===== config.mk =====
export PLATFORM = sky130hd
export DESIGN_NAME = io_port_ctrl
export DESIGN_NICKNAME = d
export VERILOG_FILES = /design/src/rtl/io_port_pkg.sv /design/src/rtl/io_sync_edge.sv /design/src/rtl/io_port_ctrl.sv
export SDC_FILE = /design/constraint.sdc
export NUM_CORES = 1
export LEC_CHECK = 0
export CAP_MARGIN = 10
export CORE_MARGIN = 2
export CORE_UTILIZATION = 54
export DETAILED_ROUTE_END_ITERATION = 6
export GPL_ROUTABILITY_DRIVEN = 0
export PLACE_DENSITY = 0.82
export SETUP_SLACK_MARGIN = 0.1
export SLEW_MARGIN = 20
export SYNTH_ARGS = -nofsm -noshare
export SYNTH_HDL_FRONTEND = slang
export SYNTH_HIERARCHICAL = 1
export SYNTH_SLANG_ARGS = --single-unit

===== constraint.sdc =====
create_clock -name i_clk -period 4.2 [get_ports i_clk]
set_clock_uncertainty 0.1 [all_clocks]
set_input_delay 0.63 -clock i_clk [delete_from_list [all_inputs] [get_ports i_clk]]
set_output_delay 0.63 -clock i_clk [all_outputs]
set_load 0.005 [all_outputs]

===== src/rtl/io_port_pkg.sv =====
// ---------------------------------------------------------------------------
// io_port_pkg
// Shared definitions for the RAT MCU port-mapped I/O controller:
//   - byte_t        : 8-bit port data / port ID type
//   - default IDs   : board peripheral and interrupt-controller port IDs
//   - id_in_range   : membership test for a contiguous ID window
//   - port_ids_ok   : elaboration-time check that the output window, the
//                     input window and the interrupt IDs never collide
// ---------------------------------------------------------------------------
package io_port_pkg;

   typedef logic [7:0] byte_t;

   // Board default port IDs
   localparam byte_t SWITCHES_ID      = 8'h20;
   localparam byte_t LEDS_ID          = 8'h40;
   localparam byte_t SEVSEG_ID        = 8'h81;
   localparam byte_t DEF_INT_MASK_ID  = 8'hF0;
   localparam byte_t DEF_INT_ACK_ID   = 8'hF1;
   localparam byte_t DEF_INT_STAT_ID  = 8'hF2;

   // Number of interrupt sources handled by the controller
   localparam int NUM_IRQ = 8;

   function automatic bit id_in_range(input int id, input int base, input int num);
      return (id >= base) && (id < base + num);
   endfunction

   // True when the two windows fit in the 8-bit ID space, do not overlap,
   // and none of the interrupt-controller IDs lands inside either window.
   function automatic bit port_ids_ok(input int out_base, input int num_out,
                                      input int in_base,  input int num_in,
                                      input int mask_id,  input int ack_id,
                                      input int stat_id);
      bit ok;
      ok = (out_base + num_out <= 256) && (in_base + num_in <= 256);
      if ((out_base < in_base + num_in) && (in_base < out_base + num_out))
         ok = 1'b0;
      if (id_in_range(mask_id, out_base, num_out) || id_in_range(mask_id, in_base, num_in))
         ok = 1'b0;
      if (id_in_range(ack_id, out_base, num_out) || id_in_range(ack_id, in_base, num_in))
         ok = 1'b0;
      if (id_in_range(stat_id, out_base, num_out) || id_in_range(stat_id, in_base, num_in))
         ok = 1'b0;
      if ((mask_id == ack_id) || (mask_id == stat_id) || (ack_id == stat_id))
         ok = 1'b0;
      return ok;
   endfunction

endpackage


===== src/rtl/io_sync_edge.sv =====
// ---------------------------------------------------------------------------
// io_sync_edge
// Two-flop synchroniser followed by a previous-sample flop, producing a
// one-cycle rising-edge pulse per bit. The pulse is formed only from flop
// outputs, so it is glitch-free.
//
// Edges are suppressed until the synchroniser holds post-reset samples:
// a source that is already high when reset releases must not look like a
// fresh edge. While not yet primed, the previous-sample flop tracks the
// first synchroniser stage, so that when primed goes high sync and prev
// already agree.
//
// Ports:
//   i_clk    in   clock
//   i_rst    in   asynchronous active-high reset
//   i_async  in   WIDTH asynchronous inputs
//   o_edge   out  WIDTH one-cycle rising-edge pulses
// ---------------------------------------------------------------------------
module io_sync_edge
   import io_port_pkg::*;
#(
   parameter int WIDTH = 8
) (
   input  logic             i_clk,
   input  logic             i_rst,
   input  logic [WIDTH-1:0] i_async,
   output logic [WIDTH-1:0] o_edge
);

   logic [WIDTH-1:0] r_meta;
   logic [WIDTH-1:0] r_sync;
   logic [WIDTH-1:0] r_prev;
   logic             r_warm;
   logic             r_primed;

   always_ff @(posedge i_clk or posedge i_rst) begin
      if (i_rst) begin
         r_meta   <= '0;
         r_sync   <= '0;
         r_prev   <= '0;
         r_warm   <= 1'b0;
         r_primed <= 1'b0;
      end else begin
         r_meta   <= i_async;
         r_sync   <= r_meta;
         r_warm   <= 1'b1;
         r_primed <= r_warm;
         // Before priming, run prev one stage ahead so it matches sync
         // on the first primed cycle.
         r_prev   <= r_primed ? r_sync : r_meta;
      end
   end

   assign o_edge = r_sync & ~r_prev & {WIDTH{r_primed}};

endmodule


===== src/rtl/io_port_ctrl.sv =====
// ---------------------------------------------------------------------------
// io_port_ctrl
// Port-mapped I/O controller between the RAT MCU port bus and board
// peripherals: NUM_OUT output registers, NUM_IN synchronised input ports
// and an 8-source edge-triggered interrupt controller.
//
// Build option:
//   IO_PORT_CTRL_READBACK_EN  when defined, reads of the output window return
//                             the stored register; otherwise they return 0
//                             and no readback mux exists.
//
// Ports:
//   i_clk       in   clock, all state on the rising edge
//   i_rst       in   asynchronous active-high reset
//   i_port_id   in   8   MCU port address
//   i_out_port  in   8   MCU write data
//   i_io_strb   in   1   MCU write strobe
//   o_in_port   out  8   read data, combinational from i_port_id
//   i_in_data   in   8*NUM_IN  async inputs, port j at [8j+7:8j]
//   o_out_data  out  8*NUM_OUT output registers, same packing
//   i_int_src   in   8   async interrupt sources, rising-edge sensitive
//   o_int_r     out  1   registered interrupt request
// ---------------------------------------------------------------------------
module io_port_ctrl
   import io_port_pkg::*;
#(
   parameter int    NUM_OUT     = 4,
   parameter int    NUM_IN      = 2,
   parameter byte_t OUT_BASE_ID = LEDS_ID,
   parameter byte_t IN_BASE_ID  = SWITCHES_ID,
   parameter byte_t INT_MASK_ID = DEF_INT_MASK_ID,
   parameter byte_t INT_ACK_ID  = DEF_INT_ACK_ID,
   parameter byte_t INT_STAT_ID = DEF_INT_STAT_ID
) (
   input  logic                 i_clk,
   input  logic                 i_rst,
   input  logic [7:0]           i_port_id,
   input  logic [7:0]           i_out_port,
   input  logic                 i_io_strb,
   output logic [7:0]           o_in_port,
   input  logic [8*NUM_IN-1:0]  i_in_data,
   output logic [8*NUM_OUT-1:0] o_out_data,
   input  logic [7:0]           i_int_src,
   output logic                 o_int_r
);

   // ---------------------------------------------------------------- checks
   if ((NUM_OUT < 1) || (NUM_OUT > 8) || (NUM_IN < 1) || (NUM_IN > 8)) begin : g_bad_num
      $error("io_port_ctrl: NUM_OUT and NUM_IN must be 1..8");
   end

   if (!port_ids_ok(int'(OUT_BASE_ID), NUM_OUT, int'(IN_BASE_ID), NUM_IN,
                    int'(INT_MASK_ID), int'(INT_ACK_ID), int'(INT_STAT_ID))) begin : g_bad_ids
      $error("io_port_ctrl: port ID windows overlap or contain interrupt IDs");
   end

   // --------------------------------------------------------------- decode
   logic [NUM_OUT-1:0] w_out_sel;
   logic [NUM_IN-1:0]  w_in_sel;
   logic               w_mask_wr;
   logic               w_ack_wr;

   for (genvar gk = 0; gk < NUM_OUT; gk++) begin : g_out_sel
      assign w_out_sel[gk] = (i_port_id == 8'(int'(OUT_BASE_ID) + gk));
   end

   for (genvar gj = 0; gj < NUM_IN; gj++) begin : g_in_sel
      assign w_in_sel[gj] = (i_port_id == 8'(int'(IN_BASE_ID) + gj));
   end

   assign w_mask_wr = i_io_strb && (i_port_id == INT_MASK_ID);
   assign w_ack_wr  = i_io_strb && (i_port_id == INT_ACK_ID);

   // ------------------------------------------------------ output registers
   logic [NUM_OUT-1:0][7:0] r_out;

   always_ff @(posedge i_clk or posedge i_rst) begin
      if (i_rst) begin
         r_out <= '0;
      end else if (i_io_strb) begin
         for (int k = 0; k < NUM_OUT; k++) begin
            if (w_out_sel[k]) r_out[k] <= i_out_port;
         end
      end
   end

   assign o_out_data = r_out;

   // ---------------------------------------------------- input synchroniser
   logic [NUM_IN-1:0][7:0] r_in_meta;
   logic [NUM_IN-1:0][7:0] r_in_sync;

   always_ff @(posedge i_clk or posedge i_rst) begin
      if (i_rst) begin
         r_in_meta <= '0;
         r_in_sync <= '0;
      end else begin
         r_in_meta <= i_in_data;
         r_in_sync <= r_in_meta;
      end
   end

   // ------------------------------------------------- interrupt controller
   logic [NUM_IRQ-1:0] w_int_edge;
   logic [NUM_IRQ-1:0] r_mask;
   logic [NUM_IRQ-1:0] r_pend;
   logic [NUM_IRQ-1:0] w_pend_kept;
   logic               r_int;

   io_sync_edge #(
      .WIDTH (NUM_IRQ)
   ) u_int_sync (
      .i_clk   (i_clk),
      .i_rst   (i_rst),
      .i_async (i_int_src),
      .o_edge  (w_int_edge)
   );

   // Ack clears first, then new edges are OR'd in, so a same-cycle set wins.
   assign w_pend_kept = w_ack_wr ? (r_pend & ~i_out_port) : r_pend;

   always_ff @(posedge i_clk or posedge i_rst) begin
      if (i_rst) begin
         r_mask <= '0;
         r_pend <= '0;
         r_int  <= 1'b0;
      end else begin
         if (w_mask_wr) r_mask <= i_out_port;
         r_pend <= w_pend_kept | w_int_edge;
         r_int  <= |(r_pend & r_mask);
      end
   end

   assign o_int_r = r_int;

   // -------------------------------------------------------------- read mux
   logic [7:0] w_rd;

   always_comb begin
      w_rd = 8'h00;
      for (int j = 0; j < NUM_IN; j++) begin
         if (w_in_sel[j]) w_rd = r_in_sync[j];
      end
`ifdef IO_PORT_CTRL_READBACK_EN
      for (int k = 0; k < NUM_OUT; k++) begin
         if (w_out_sel[k]) w_rd = r_out[k];
      end
`endif
      if (i_port_id == INT_MASK_ID) w_rd = r_mask;
      if (i_port_id == INT_STAT_ID) w_rd = r_pend;
   end

   assign o_in_port = w_rd;

endmodule


==> impl_metrics.ini <==
[synthesis]
ys_warn_count = 6
post-synth-top-area-fraction = 0.676
ys_types = 29
synth_edf_count = 0
syn-num-nets = 285
async_flop_share = 1.00
ys_seq_elements = 107
synth-simple-area-share = 0.101
synth-adder-area-share = 0
yosys-top-cells-count = dfrtp_1, mux2_2, nand3_1
muxShareOfSynthArea = 0.166
synth_xor_area_frac = 0
yosys.cell_count.top_type = dfrtp_1
ys.flop_type = dfrtp_1
synth_top_family_by_area = multiplexers
synth-compound-area-share = 0.0379
synth_area_leaders = dfrtp_1, mux2_2, mux2_4
postSynthCellCount = 242
synth_seq_area_share = 0.676
avgSynthCellArea_sq_um = 16.4
yosys.area.top_type = dfrtp_1
synth_area_sq_um = 3960

[global_routing]
antenna_found_initial = 0
grt_usage = 0.188
grt_pass1_wl_um = 11100
grt_max_degree = 56
grt-ovfl-total = 0
grt_pass1_vias = 2187

[timing]
worstMarginPinSlew_ns = 0.956
hold_viol = 0
finalMaxSlewViolations = 0
fin_setup_tns_ns = 0
period_share = 0.856
setup_viol = 0
period_needed_ns = 3.60
fmax_mhz = 278
rsz0062_at_grt = no
maxSlewHeadroom = 0.362
whs_ns = 0.255

[critical_path]
critPathRequiredTime_ns = 3.47
endpoint_kind = output pin
crit_fanout = 10
cp_data_arrival_time_ns = 2.87
cp-start-kind = primary input
crit_type = primary input to output pin

[detailed_routing]
drc = 0
vias = 2296
drt_iter0_drc = 141
drt_pass1_iterations = 4
drtAntennaViolNets = 0
wl_um = 7110
detail_route.wl_per_cell_um = 16.4
routed_via_density = 5.29

[power_and_ir_drop]
seqPwrFrac = 0.568
switching_share = 0.217
leakagePower_nw = 2.27
ir_worst_vdd_uv = 250
power.density_nw_per_um2 = 381
p_comb_frac = 0.087
internal_power_mw = 1.52
switching_power_mw = 0.422
pwr-share-clk = 0.345

[die]
die_area_sq_um = 8040
rows = 31
fp.dieW_um = 89.7
ios = 84
coreArea_sq_um = 7180
die_y_um = 89.7
start_util = 0.552

[flow_run]
drv_cap = 0

[final_layout]
fin_nets = 373
layout-drive-gt1-share = 0.224
fillers = 483
syn_to_final_growth_pct = 28.7
num_antenna_cells = 0
instances_no_fill = 434

[clock_network]
ctsLongestPathBuffers = 2
ctsResizeCount = 0
cts_hold_buf = 0
postCtsSetupBuffers = 0
cts-root-buf = clkbuf_8
h-tree-depth = 3
cts_buffers = 9
clk_pin_slew_ns = 0.09
clk_latency_ns = 0.35
cts_tree = built
clock_sinks = 107

[placement]
portBuffers = 83
dpl.cell_count = 418
dp_hpwl_um = 5220

[min_path]
hold_class = flop to flop

[outcome]
status = completed
## layout by cell type, fill, tap and decap left out, drive strengths merged, types with 4 or more instances in the layout
| master | synthesis | final |
|---|---|---|
| dfrtp | 107 | 107 |
| clkdlybuf4s50 | 0 | 83 |
| mux2 | 48 | 48 |
| nand3 | 20 | 20 |
| nand4 | 10 | 10 |
| clkbuf | 3 | 9 |
| mux2i | 8 | 8 |
| o211ai | 8 | 8 |
| a21o | 8 | 8 |
| and3b | 8 | 8 |
| a22oi | 4 | 4 |
| nor4b | 4 | 4 |
## cells by family (layout without fill, tap and decap cells)
family,after synthesis,in the layout
AOI/OAI and AO/OA,20,20
buffers and inverters,11,104
DFF,107,107
muxes,56,56
other,1,1
and+or+nand+nor,47,47
## layout make-up
type                            count  area (sq um)  share of cell area
Sequential cell                   107          2680               0.525
Multi-Input combinational cell    124          1210               0.238
Timing Repair Buffer               86           853               0.167
Clock buffer                        9           124              0.0243
Tap cell                           99           124              0.0243
Inverter                            2          8.76             0.00172
Clock inverter                      7          98.8              0.0194
## stage by stage
stage | power [mW] | util | area (sq um) | worst slack (ns)
after floorplan | 1.19 | - | 3960 | 1.39
after global placement | 1.29 | 0.680 | 4880 | 0.679
after detailed placement | 1.30 | 0.680 | 4880 | 0.612
after CTS | 1.96 | 0.711 | 5100 | 0.614
after global routing | 2.03 | 0.711 | 5100 | 0.483
final | 1.94 | 0.711 | 5100 | 0.604
## power by group through the flow
| stage | Combinational (mW) | Clock (mW) | Sequential, mW |
|---|---|---|---|
| after CTS | 0.171 | 0.683 | 1.11 |
| after detailed placement | 0.171 | 0 | 1.13 |
| after global placement | 0.166 | 0 | 1.12 |
| final | 0.169 | 0.670 | 1.10 |
| after floorplan | 0.0743 | 0 | 1.12 |
| after global routing | 0.185 | 0.730 | 1.11 |
## metal layers
metal  global-route usage  routed length, um  vias up
li1                     -                  -     1060
met1                0.252               3020     1148
met2                0.298               3610       78
met3               0.0375                340       10
met4               0.0882                140        0
met5                    0                  0        -
## flip-flops by register name, summed over array words and instances (netlist names)
| name | cells |
|---|---|
| o_out_data | 32 |
| r_in_meta | 16 |
| r_in_sync | 16 |
| r_mask | 8 |
| r_pend | 8 |
| u_int_sync/r_meta | 8 |
| u_int_sync/r_prev | 8 |
| u_int_sync/r_sync | 8 |
| o_int_r | 1 |
| u_int_sync/r_primed | 1 |
| u_int_sync/r_warm | 1 |
## worst max-delay path: stages
cell	delay [ns]
clkdlybuf4s50_1	0.60
nor4_4	0.76
nand3_1	0.17
o211ai_1	0.16
clkdlybuf4s50_1	0.54
## path summary, 6_finish.rpt
kind,startpoint,endpoint,slack (ns),cells after the start
setup / recovery,i_port_id[3],o_in_port[0],0.60,5
hold / removal,r_in_meta[7],r_in_sync[7],0.26,0
setup reg to reg,u_int_sync/r_primed,u_int_sync/r_prev[7],2.92,1
hold reg to reg,r_in_meta[7],r_in_sync[7],0.26,0
max in group asynchronous,i_rst,r_mask[1],2.46,3
min in group asynchronous,i_rst,r_in_meta[9],0.69,2
Note: power is estimated with default switching activity, not from simulation.
